--- src/rtl/led_ram_sched.sv ---
// led_ram_sched: shares the single LED RAM write port between the light pen,
// the game/host and a 64-cell clear sweep. Writes are issued one cycle after
// the request is seen, with matching one-cycle ack pulses. A clear overrides
// both requesters until it completes.
// Optional feature: define LED_CLR_ON_STATE_EN to also start a clear whenever
// the system state input changes.
module led_ram_sched #(
  parameter logic [3:0] CLR_VALUE = 4'd0
) (
  input  logic       clk,
  input  logic       rst_n,
  input  logic [3:0] state,
  input  logic       clr_start,
  input  logic       pen_req,
  input  logic [2:0] pen_row,
  input  logic [2:0] pen_col,
  input  logic [3:0] pen_data,
  output logic       pen_ack,
  input  logic       host_req,
  input  logic [2:0] host_row,
  input  logic [2:0] host_col,
  input  logic [3:0] host_data,
  output logic       host_ack,
  output logic       ram_we,
  output logic [5:0] ram_addr,
  output logic [3:0] ram_wdata,
  output logic       busy
);

  typedef enum logic {IDLE, CLEAR} fsm_t;

  fsm_t       fsm_q, fsm_d;
  logic       ram_we_q, ram_we_d;
  logic [5:0] ram_addr_q, ram_addr_d;
  logic [3:0] ram_wdata_q, ram_wdata_d;
  logic       pen_ack_q, pen_ack_d;
  logic       host_ack_q, host_ack_d;
  logic       busy_q, busy_d;
  logic       rr_q, rr_d;
  logic [6:0] sweep_cnt_q, sweep_cnt_d;

  logic clr_trig;
  logic pen_elig;
  logic host_elig;
  logic grant_pen;
  logic grant_host;

`ifdef LED_CLR_ON_STATE_EN
  logic [3:0] state_dly_q, state_dly_d;
  logic       state_vld_q, state_vld_d;

  assign state_dly_d = state;
  assign state_vld_d = 1'b1;

  // Delayed copy of the system state; the valid flag masks the first cycle
  // after reset so loading the copy never looks like a state change.
  always_ff @(posedge clk or negedge rst_n) begin
    if (!rst_n) begin
      state_dly_q <= 4'd0;
      state_vld_q <= 1'b0;
    end else begin
      state_dly_q <= state_dly_d;
      state_vld_q <= state_vld_d;
    end
  end

  assign clr_trig = clr_start | (state_vld_q & (state != state_dly_q));
`else
  logic unused_state;
  assign unused_state = ^state;
  assign clr_trig     = clr_start;
`endif

  // A requester whose ack is currently high is treated as already served, so
  // a request dropped one cycle late cannot cause a second write.
  assign pen_elig   = pen_req & ~pen_ack_q;
  assign host_elig  = host_req & ~host_ack_q;
  assign grant_pen  = pen_elig & (~host_elig | ~rr_q);
  assign grant_host = host_elig & (~pen_elig | rr_q);

  // Next-state logic: clear trigger beats sweep progress beats requests.
  always_comb begin
    fsm_d       = fsm_q;
    ram_we_d    = 1'b0;
    ram_addr_d  = ram_addr_q;
    ram_wdata_d = ram_wdata_q;
    pen_ack_d   = 1'b0;
    host_ack_d  = 1'b0;
    busy_d      = busy_q;
    rr_d        = rr_q;
    sweep_cnt_d = sweep_cnt_q;
    if (clr_trig) begin
      fsm_d       = CLEAR;
      ram_we_d    = 1'b1;
      ram_addr_d  = 6'd0;
      ram_wdata_d = CLR_VALUE;
      busy_d      = 1'b1;
      sweep_cnt_d = 7'd1;
    end else if (fsm_q == CLEAR) begin
      if (sweep_cnt_q == 7'd64) begin
        fsm_d       = IDLE;
        busy_d      = 1'b0;
        sweep_cnt_d = 7'd0;
      end else begin
        ram_we_d    = 1'b1;
        ram_addr_d  = sweep_cnt_q[5:0];
        ram_wdata_d = CLR_VALUE;
        sweep_cnt_d = sweep_cnt_q + 7'd1;
      end
    end else if (grant_pen) begin
      ram_we_d    = 1'b1;
      ram_addr_d  = {pen_row, pen_col};
      ram_wdata_d = pen_data;
      pen_ack_d   = 1'b1;
      rr_d        = 1'b1;
    end else if (grant_host) begin
      ram_we_d    = 1'b1;
      ram_addr_d  = {host_row, host_col};
      ram_wdata_d = host_data;
      host_ack_d  = 1'b1;
      rr_d        = 1'b0;
    end
  end

  // FSM and registered outputs; reset aborts any sweep immediately.
  always_ff @(posedge clk or negedge rst_n) begin
    if (!rst_n) begin
      fsm_q       <= IDLE;
      ram_we_q    <= 1'b0;
      ram_addr_q  <= 6'd0;
      ram_wdata_q <= 4'd0;
      pen_ack_q   <= 1'b0;
      host_ack_q  <= 1'b0;
      busy_q      <= 1'b0;
      rr_q        <= 1'b0;
      sweep_cnt_q <= 7'd0;
    end else begin
      fsm_q       <= fsm_d;
      ram_we_q    <= ram_we_d;
      ram_addr_q  <= ram_addr_d;
      ram_wdata_q <= ram_wdata_d;
      pen_ack_q   <= pen_ack_d;
      host_ack_q  <= host_ack_d;
      busy_q      <= busy_d;
      rr_q        <= rr_d;
      sweep_cnt_q <= sweep_cnt_d;
    end
  end

  assign ram_we    = ram_we_q;
  assign ram_addr  = ram_addr_q;
  assign ram_wdata = ram_wdata_q;
  assign pen_ack   = pen_ack_q;
  assign host_ack  = host_ack_q;
  assign busy      = busy_q;

endmodule

--- config.mk ---
export PLATFORM = sky130hd
export DESIGN_NAME = led_ram_sched
export DESIGN_NICKNAME = d
export VERILOG_FILES = /design/src/rtl/led_ram_sched.sv
export SDC_FILE = /design/constraint.sdc
export NUM_CORES = 1
export LEC_CHECK = 0
export CORE_MARGIN = 1.5
export CORE_UTILIZATION = 40
export DETAILED_ROUTE_END_ITERATION = 6
export GPL_ROUTABILITY_DRIVEN = 0
export PLACE_DENSITY = 0.76
export SYNTH_ARGS = -nofsm -noshare
export SYNTH_HDL_FRONTEND = slang
export SYNTH_SLANG_ARGS = --single-unit
--- constraint.sdc ---
create_clock -name clk -period 1.5 [get_ports clk]
set_clock_uncertainty 0.05 [all_clocks]
set_input_delay 0.3 -clock clk [delete_from_list [all_inputs] [get_ports clk]]
set_output_delay 0.3 -clock clk [all_outputs]
set_load 0.01 [all_outputs]
==> impl_metrics.toml, run 1 <==
[outcome]
status = "finished with violations"
violations = "negative setup slack"

[cells_and_area]
n_antenna_cell = 0
final_area_um2 = 1850
final_cell_mix = "24 x clkdlybuf4s50_1, 23 x dfrtp_1, 18 x buf_4, 12 x dlygate4sd2_1, 8 x nand2_1"
multiInputGateArea_um2 = 644
layout-drive-gt1-share_pct = 29.9
layout_commonest_cell = "clkdlybuf4s50_1"
synthToLayoutAreaGrowth_pct = 50.0
nFillCells = 232
seq_area_um2 = 576
final_nets = 199

[cts]
h-tree-depth = 1
cts_tree = "built"
clock_sinks = 23
cts_buffers = 3
clk_latency_ps = 300
holdBufCountCts = 0
clock_path_buffers = 2
cts_root_buf = "clkbuf_4"
path_clk_slew_ps = 130

[synthesis]
synth.distinct_cells = 37
ys_seq_elements = 23
syn_inst = 109
netlist_area_um2 = 1230
synth.avg_cell_area_um2 = 11.3
seq_area_frac_synth_pct = 46.7
syn_nets = 140
synth_warnings = 0

[routing]
postRouteAntennaNets = 0
vias = 1044
drc = 0
vias_per_cell = 5.27
wirelength_mm = 3.09
firstDrtPassIters = 4
drt-wirelength-per-cell_um = 15.6
drtIter0Drc = 30

[power]
p_per_area_nw_per_um2 = 638
ir_drop_mv = 0.427
leakage_nw = 0.892

[setup_path]
cp-start-kind = "primary input"
critPathCaptureType = "flop"
crit_path_max_fanout = 6
crit_arrival_ps = 1720
crit_required_ps = 1660
crit_type = "in -> reg"

[floorplan]
die_x_um = 58.5
ios = 43
die_h_um = 58.5
fp-row-count = 19
core_um2 = 2830
start_util_pct = 43.6
die_area_um2 = 3430

[placed_design]
place.port_buffers = 38
detailed_place_hpwl_mm = 2.36
place_area_um2 = 1760

[global_route]
grt_max_degree = 24
grt_overflow_total = 0
antenna_found_initial = 0
grt_pass1_vias = 1120
track_usage_pct = 19.1
grt_pass1_wl_mm = 5.06

[timing]
relSlewSlack_pct = 80.4
worst_pin_slew_ps = 294
post-route-period-util_pct = 105
hold_slack_ps = 281
finalMaxSlewViolations = 0
finalHoldViolCount = 0
fmax_ghz = 0.638
setup_ws_ps = -68.3
layout_min_cycle_time_ps = 1570
rsz0062_at_grt = "true"
fin_tns_setup_ps = -396
setup_viol = 10

[job]
max_cap_viol_count = 0

[min_path]
hold_class = "in -> async"
## worst paths after layout
check,from,end,slack [ps],cells after the start
max in group asynchronous,rst_n,ram_wdata[3],890,2
worst min-delay path,rst_n,sweep_cnt_q[6],280,2
worst max register to register,host_ack,ram_addr[3],-60,5
worst min register to register,busy,busy,450,1
min in group clk,busy,busy,450,1
worst max-delay path,host_req,ram_addr[4],-70,5
## routing by layer
| layer | vias up | part of all wire (%) | global-route usage (%) |
|---|---|---|---|
| met5 | - | 0 | 0 |
| met4 | 0 | 0.49 | 4.32 |
| met3 | 2 | 4.4 | 3.30 |
| met2 | 19 | 51 | 33.1 |
| met1 | 503 | 44 | 25.0 |
| li1 | 520 | - | - |
## kinds of logic after synthesis
group / share of synthesized area [%]
AO/OA/AOI/OAI: 20.2
XOR/XNOR: 2.13
adder cells (fa/ha/maj): 2.03
buffers and inverters: 6.49
flip-flops: 46.7
multiplexers: 3.25
AND/OR/NAND/NOR: 19.3
## critical path: stages
cell and delay (ps):
clkdlybuf4s50_1 420, nor2b_1 160, or3_4 380, nor2b_2 210, a32o_2 260
## sequential cells by signal, summed over array words and instances, names as in the netlist
signal,count
host_ack,1
ram_wdata,4
pen_ack,1
sweep_cnt_q,7
busy,1
rr_q,1
ram_we,1
fsm_q,1
ram_addr,6
## where the power goes
group          internal [W]  switching [W]  total (W)
sequential         0.000637      0.0000115   0.000649
clock             0.0000992       0.000181   0.000280
combinational      0.000150       0.000102   0.000252
## Yosys cell counts
cell type / count / area (um2)
o21ai_0: 3 / 15.0
nand4_1: 1 / 6.26
nand2_2: 1 / 6.26
a211o_1: 3 / 26.3
o2111ai_1: 2 / 17.5
a21o_2: 1 / 8.76
a21oi_2: 1 / 8.76
ha_1: 2 / 25.0
nor2b_4: 1 / 13.8
nor4_4: 1 / 21.3
a32o_1: 5 / 50.1
mux2i_1: 4 / 40.0
dfrtp_1: 23 / 576
a21o_1: 1 / 7.51
or3_4: 1 / 11.3
a41o_2: 1 / 11.3
o211ai_1: 1 / 7.51
a32o_2: 1 / 11.3
nand3_1: 2 / 10.0
buf_6: 3 / 33.8
nand2_1: 8 / 30.0
clkbuf_8: 2 / 27.5
a211o_2: 3 / 30.0
a21oi_1: 4 / 20.0
o2bb2ai_1: 4 / 35.0
or3_1: 2 / 12.5
and3_2: 3 / 22.5
inv_1: 5 / 18.8
xor2_1: 3 / 26.3
nand3b_1: 1 / 7.51
nor2b_1: 1 / 6.26
nand2b_1: 4 / 25.0
or2b_2: 2 / 17.5
nor3_1: 1 / 5.00
nor2b_2: 1 / 8.76
nor2_1: 4 / 15.0
and3_1: 3 / 18.8
## stage by stage
| step | instances | setup slack (ps) | total power (W) | util (%) |
|---|---|---|---|---|
| final | 198 | -68.3 | 0.00118 | 65.4 |
| after detailed placement | 192 | -462 | 0.000903 | 62.1 |
| after CTS | 197 | -127 | 0.00119 | 64.4 |
| after floorplan | 109 | -35.8 | 0.000764 | - |
| after global routing | 198 | -136 | 0.00124 | 65.4 |
| after global placement | 192 | -374 | 0.000895 | 62.1 |
## area by class of cell
cell class                      count  share of cell area (%)
Clock buffer                        3                    1.22
Inverter                            5                    1.01
Tap cell                           31                    2.10
Clock inverter                      1                   0.270
Timing Repair Buffer               59                    29.5
Sequential cell                    23                    31.1
Multi-Input combinational cell     76                    34.8
## repair_timing
| item | 4_1_cts | 5_1_grt |
|---|---|---|
| gates resized for setup | 22 | 6 |
| buffers inserted | 1 | 1 |
| setup endpoints to repair | 25 | 18 |
| cloned | 0 | 0 |
| pin swaps | 5 | 14 |
| hold endpoints to repair | 0 | 0 |
Note: power is estimated with default switching activity, not from simulation.
==> run 2: changes to the inputs <==
--- a/config.mk
+++ b/config.mk
@@ -5,11 +5,12 @@
 export SDC_FILE = /design/constraint.sdc
 export NUM_CORES = 1
 export LEC_CHECK = 0
+export CAP_MARGIN = 20
 export CORE_MARGIN = 1.5
-export CORE_UTILIZATION = 40
+export CORE_UTILIZATION = 44
 export DETAILED_ROUTE_END_ITERATION = 6
 export GPL_ROUTABILITY_DRIVEN = 0
-export PLACE_DENSITY = 0.76
+export PLACE_DENSITY = 0.79
 export SYNTH_ARGS = -nofsm -noshare
 export SYNTH_HDL_FRONTEND = slang
 export SYNTH_SLANG_ARGS = --single-unit
==> constraint.sdc (replaced) <==
create_clock -name clk -period 1.65 [get_ports clk]
set_clock_uncertainty 0.05 [all_clocks]
set_input_delay 0.33 -clock clk [delete_from_list [all_inputs] [get_ports clk]]
set_output_delay 0.33 -clock clk [all_outputs]
set_load 0.01 [all_outputs]
==> impl_metrics.toml, run 2 (same netlist as run 1, synthesis figures left out) <==
[cells_and_area]
final_cell_mix = "33 x clkdlybuf4s50_1, 22 x dfrtp_1, 14 x buf_4, 8 x nand2_1"
utilization_pct = 64.8
layout-drive-gt1-share_pct = 23.0
nFillCells = 233
seq_area_um2 = 577
n_antenna_cell = 0
final_nets = 193
layout_commonest_cell = "clkdlybuf4s50_1"
multiInputGateArea_um2 = 589
synthToLayoutAreaGrowth_pct = 42.4
largest_register_ffs = 7
top_register = "sweep_cnt_q"

[placed_design]
pre_cts_ws_ps = -335
place.port_buffers = 38
detailed_place_hpwl_mm = 2.16

[min_path]
hold_class = "in -> async"

[timing]
layout_min_cycle_time_ps = 1620
finalHoldViolCount = 0
setup_ws_ps = 25.8
worst_pin_slew_ps = 301
setup_viol = 0
fmax_ghz = 0.616
post-route-period-util_pct = 98.4
finalMaxSlewViolations = 0
relSlewSlack_pct = 79.9
rsz0062_at_grt = "true"

[global_route]
grt_max_degree = 24
grt_pass1_vias = 1048
track_usage_pct = 19.5
grt_pass1_wl_mm = 4.91
antenna_found_initial = 0
grt_overflow_total = 0

[power]
p_per_area_nw_per_um2 = 599
seqPwrFrac_pct = 56.3
ir_drop_mv = 0.580
switching_share_pct = 24.8
intPower_w = 0.000792
switchingPower_w = 0.000261
leakage_nw = 0.862
p_clk_share_pct = 24.3
power.share.combinational_pct = 19.4

[floorplan]
die_area_um2 = 3130
start_util_pct = 45.5
ios = 43
core_um2 = 2710
die_x_um = 56.0
fp-row-count = 19
die_h_um = 56.0

[cts]
cts_buffers = 3
clk_latency_ps = 300
holdBufCountCts = 0
clock_sinks = 23
cts_root_buf = "clkbuf_4"
path_clk_slew_ps = 130
h-tree-depth = 1
clock_path_buffers = 2
cts_tree = "built"

[routing]
firstDrtPassIters = 4
vias = 1044
wirelength_mm = 2.95
topRoutingLayerUsed = "met4"
drc = 0
wl_met1_mm = 1.29
wl_met2_mm = 1.54
postRouteAntennaNets = 0
drtIter0Drc = 21
wl_met3_um = 98
drt-wirelength-per-cell_um = 15.4
vias_per_cell = 5.44

[setup_path]
crit-reg2reg-launch = "host_ack"
regToRegSetupSlack_ps = 30
ff2ff_path_depth = 4
crit_type = "in -> reg"
regToRegEndpoint = "ram_addr[0]"
cp-start-kind = "primary input"
crit_required_ps = 1800
critPathCaptureType = "flop"
crit_path_max_fanout = 7
crit_arrival_ps = 1770

[job]
max_cap_viol_count = 0

[outcome]
status = "finished, final reports clean"
[run 2: cell count changes in the layout (fill, tap and decap cells not counted), moves of 3 or more]
cell             before  now
dlygate4sd2_1        12    1
clkdlybuf4s50_1      24   33
buf_4                18   14
o2bb2ai_1             0    4
o2bb2ai_2             4    0
dlymetal6s2s_1        1    4
[run 2: layer usage]
layer,track usage [%],up-vias
li1,-,510
met1,25.6,511
met2,34.9,21
met3,3.02,2
met4,3.06,0
met5,0,-
[run 2: worst max-delay path by stage]
stage                  end  startpoint
2_1_floorplan  ram_addr[0]    host_ack
3_3_place_gp   ram_addr[3]    host_req
3_5_place_dp   ram_addr[0]    host_req
4_1_cts        ram_addr[3]    host_ack
5_1_grt        ram_addr[0]    host_ack
6_report       ram_addr[0]    host_req
[run 2: what timing repair did]
item,4_1_cts,5_1_grt
cloned,0,0
buffers inserted,0,3
gates resized for setup,3,7
pin swaps,0,13
setup endpoints to repair,2,14
[run 2: final cells by class]
cell class                      instances  share of cell area [%]
Inverter                                5                    1.07
Sequential cell                        23                    32.8
Multi-Input combinational cell         76                    33.5
Timing Repair Buffer                   53                    28.8
Clock buffer                            3                    1.28
Tap cell                               31                    2.21
Clock inverter                          1                   0.285
[run 2: power groups by stage]
| stage | Clock, W | Sequential (W) | Combinational [W] |
|---|---|---|---|
| finish | 0.000256 | 0.000593 | 0.000204 |
| global route | 0.000285 | 0.000595 | 0.000222 |
| CTS | 0.000267 | 0.000592 | 0.000205 |
| detailed placement | 0 | 0.000603 | 0.000200 |
| global placement | 0 | 0.000602 | 0.000195 |
| floorplan | 0 | 0.000608 | 0.0000832 |
[run 2: worst max-delay path: stages]
cell and delay [ps]:
clkdlybuf4s50_1 470, nand3b_1 200, and3_4 220, a211o_2 310
a32o_1 240
[run 2: per-stage QoR]
| stage | setup TNS, ps | hold slack, ps | instance area [um2] | power, W | std cells |
|---|---|---|---|---|---|
| final | 0 | 306 | 1760 | 0.00105 | 192 |
| after global routing | -34.6 | 321 | 1760 | 0.00110 | 192 |
| after CTS | -1.98 | 313 | 1720 | 0.00106 | 189 |
| after detailed placement | -3000 | 431 | 1680 | 0.000803 | 185 |
| after global placement | -2660 | 415 | 1680 | 0.000798 | 185 |
| after floorplan | 0 | -15.6 | 1230 | 0.000691 | 109 |
==> run 3: changes to the inputs <==
--- a/config.mk
+++ b/config.mk
@@ -10,6 +10,8 @@
 export CORE_UTILIZATION = 44
 export DETAILED_ROUTE_END_ITERATION = 6
 export GPL_ROUTABILITY_DRIVEN = 0
+export GPL_TIMING_DRIVEN = 0
+export MAX_ROUTING_LAYER = met4
 export PLACE_DENSITY = 0.79
 export SYNTH_ARGS = -nofsm -noshare
 export SYNTH_HDL_FRONTEND = slang
==> impl_metrics.toml, run 3 (same netlist as run 1, synthesis figures left out) <==
[timing]
finalMaxSlewViolations = 0
worst_pin_slew_ps = 373
setup_viol = 0
post-route-period-util_pct = 100
rsz0062_at_grt = "true"
fmax_ghz = 0.606
relSlewSlack_pct = 75.1
layout_min_cycle_time_ps = 1650
finalHoldViolCount = 0
hold_slack_ps = 157

[floorplan]
fp-row-count = 19
ios = 43
die_area_um2 = 3130
die_h_um = 56.0
die_x_um = 56.0
core_um2 = 2710
start_util_pct = 45.5

[cts]
clock_sinks = 23
path_clk_slew_ps = 120
cts_buffers = 3
clk_latency_ps = 330
cts_root_buf = "clkbuf_4"
holdBufCountCts = 0
clock_path_buffers = 2
h-tree-depth = 1
cts_tree = "built"

[power]
switching_share_pct = 26.0
power.share.combinational_pct = 19.8
leakage_nw = 0.981
intPower_w = 0.000804
ir_drop_mv = 0.400
switchingPower_w = 0.000282
p_per_area_nw_per_um2 = 589
seqPwrFrac_pct = 54.9
p_clk_share_pct = 25.3

[job]
max_cap_viol_count = 0

[global_route]
grt_max_degree = 24
grt_pass1_wl_mm = 4.82
antenna_found_initial = 0
grt_pass1_vias = 1062
grt_overflow_total = 0
track_usage_pct = 20.3

[setup_path]
crit_type = "reg -> reg"
crit_arrival_ps = 1810
regToRegEndpoint = "ram_addr[1]"
crit_required_ps = 1810
ff2ff_path_depth = 4
regToRegSetupSlack_ps = 0.8
crit_path_max_fanout = 7
critPathCaptureType = "flop"
cp-start-kind = "flop"
crit-reg2reg-launch = "host_ack"

[cells_and_area]
fin_cells = 195
multiInputGateArea_um2 = 602
layout_commonest_cell = "clkdlybuf4s50_1"
seq_area_um2 = 578
synthToLayoutAreaGrowth_pct = 49.5
largest_register_ffs = 7
n_antenna_cell = 0
layout-drive-gt1-share_pct = 25.6
final_area_um2 = 1840
final_nets = 196
top_register = "sweep_cnt_q"
nFillCells = 206
final_cell_mix = "27 x clkdlybuf4s50_1, 21 x dfrtp_1, 13 x buf_4, 9 x dlymetal6s2s_1, 8 x nand2_1"

[min_path]
hold_class = "in -> reg"
holdPathStages = 2
hp-start = "clr_start"
min_to = "sweep_cnt_q[1]"

[routing]
firstDrtPassIters = 4
postRouteAntennaNets = 0
vias = 1088
drt-wirelength-per-cell_um = 15.9
vias_per_cell = 5.58
wirelength_mm = 3.11
drtIter0Drc = 49
drc = 0

[placed_design]
place.port_buffers = 37
dp.cells = 177
place_area_um2 = 1640
detailed_place_hpwl_mm = 2.18

[outcome]
status = "finished, final reports clean"
run 3: per-layer routing:
metal | share of wire (%) | global-route usage [%] | up-vias
li1 | - | - | 518
met1 | 44 | 25.4 | 536
met2 | 51 | 34.0 | 27
met3 | 4.3 | 3.02 | 7
met4 | 1.4 | 6.80 | 0
met5 | 0 | - | -
run 3: worst max path at each step:
stage,from,end,cells past startpoint
2_1_floorplan,host_ack,ram_addr[0],4
3_3_place_gp,pen_req,ram_addr[3],6
3_5_place_dp,pen_req,ram_addr[3],6
4_1_cts,host_ack,ram_addr[0],4
5_1_grt,host_ack,ram_addr[1],4
6_report,host_ack,ram_addr[1],4
run 3: worst max-delay path: stages (launching register included):
cell,delay [ps]
dfrtp_1,420
nand3b_1,320
and3_1,230
a211o_2,300
a32o_1,240
run 3: power by group through the flow:
stage                     clock, W  combinational [W]  sequential [W]
after floorplan                  0          0.0000832        0.000608
after global placement           0           0.000173        0.000607
after detailed placement         0           0.000179        0.000608
after CTS                 0.000277           0.000191        0.000597
after global routing      0.000304           0.000232        0.000599
final                     0.000275           0.000215        0.000597
run 3: repair_timing:
item                                    in CTS  in global routing
pin swaps                                    1                 12
endpoints found under the setup margin       5                 18
buffers inserted                             4                  9
gates resized for setup                      3                 15
gates cloned                                 0                  0
run 3: final cells by class:
cell class                      count  area share [%]
Clock buffer                        3            1.22
Multi-Input combinational cell     76            32.6
Inverter                            5            1.02
Tap cell                           31            2.10
Buffer                              5            3.39
Timing Repair Buffer               51            28.0
Sequential cell                    23            31.3
Clock inverter                      1           0.271
run 3: stage by stage:
step | TNS (ps) | util [%] | total power, W | setup WS [ps]
floorplan | 0 | - | 0.000691 | 79.9
global placement | -2910 | 60.6 | 0.000781 | -368
detailed placement | -3760 | 60.6 | 0.000787 | -403
CTS | -85.3 | 63.0 | 0.00107 | -35.8
global route | -307 | 68.1 | 0.00114 | -54.9
finish | 0 | 68.1 | 0.00109 | 0.780
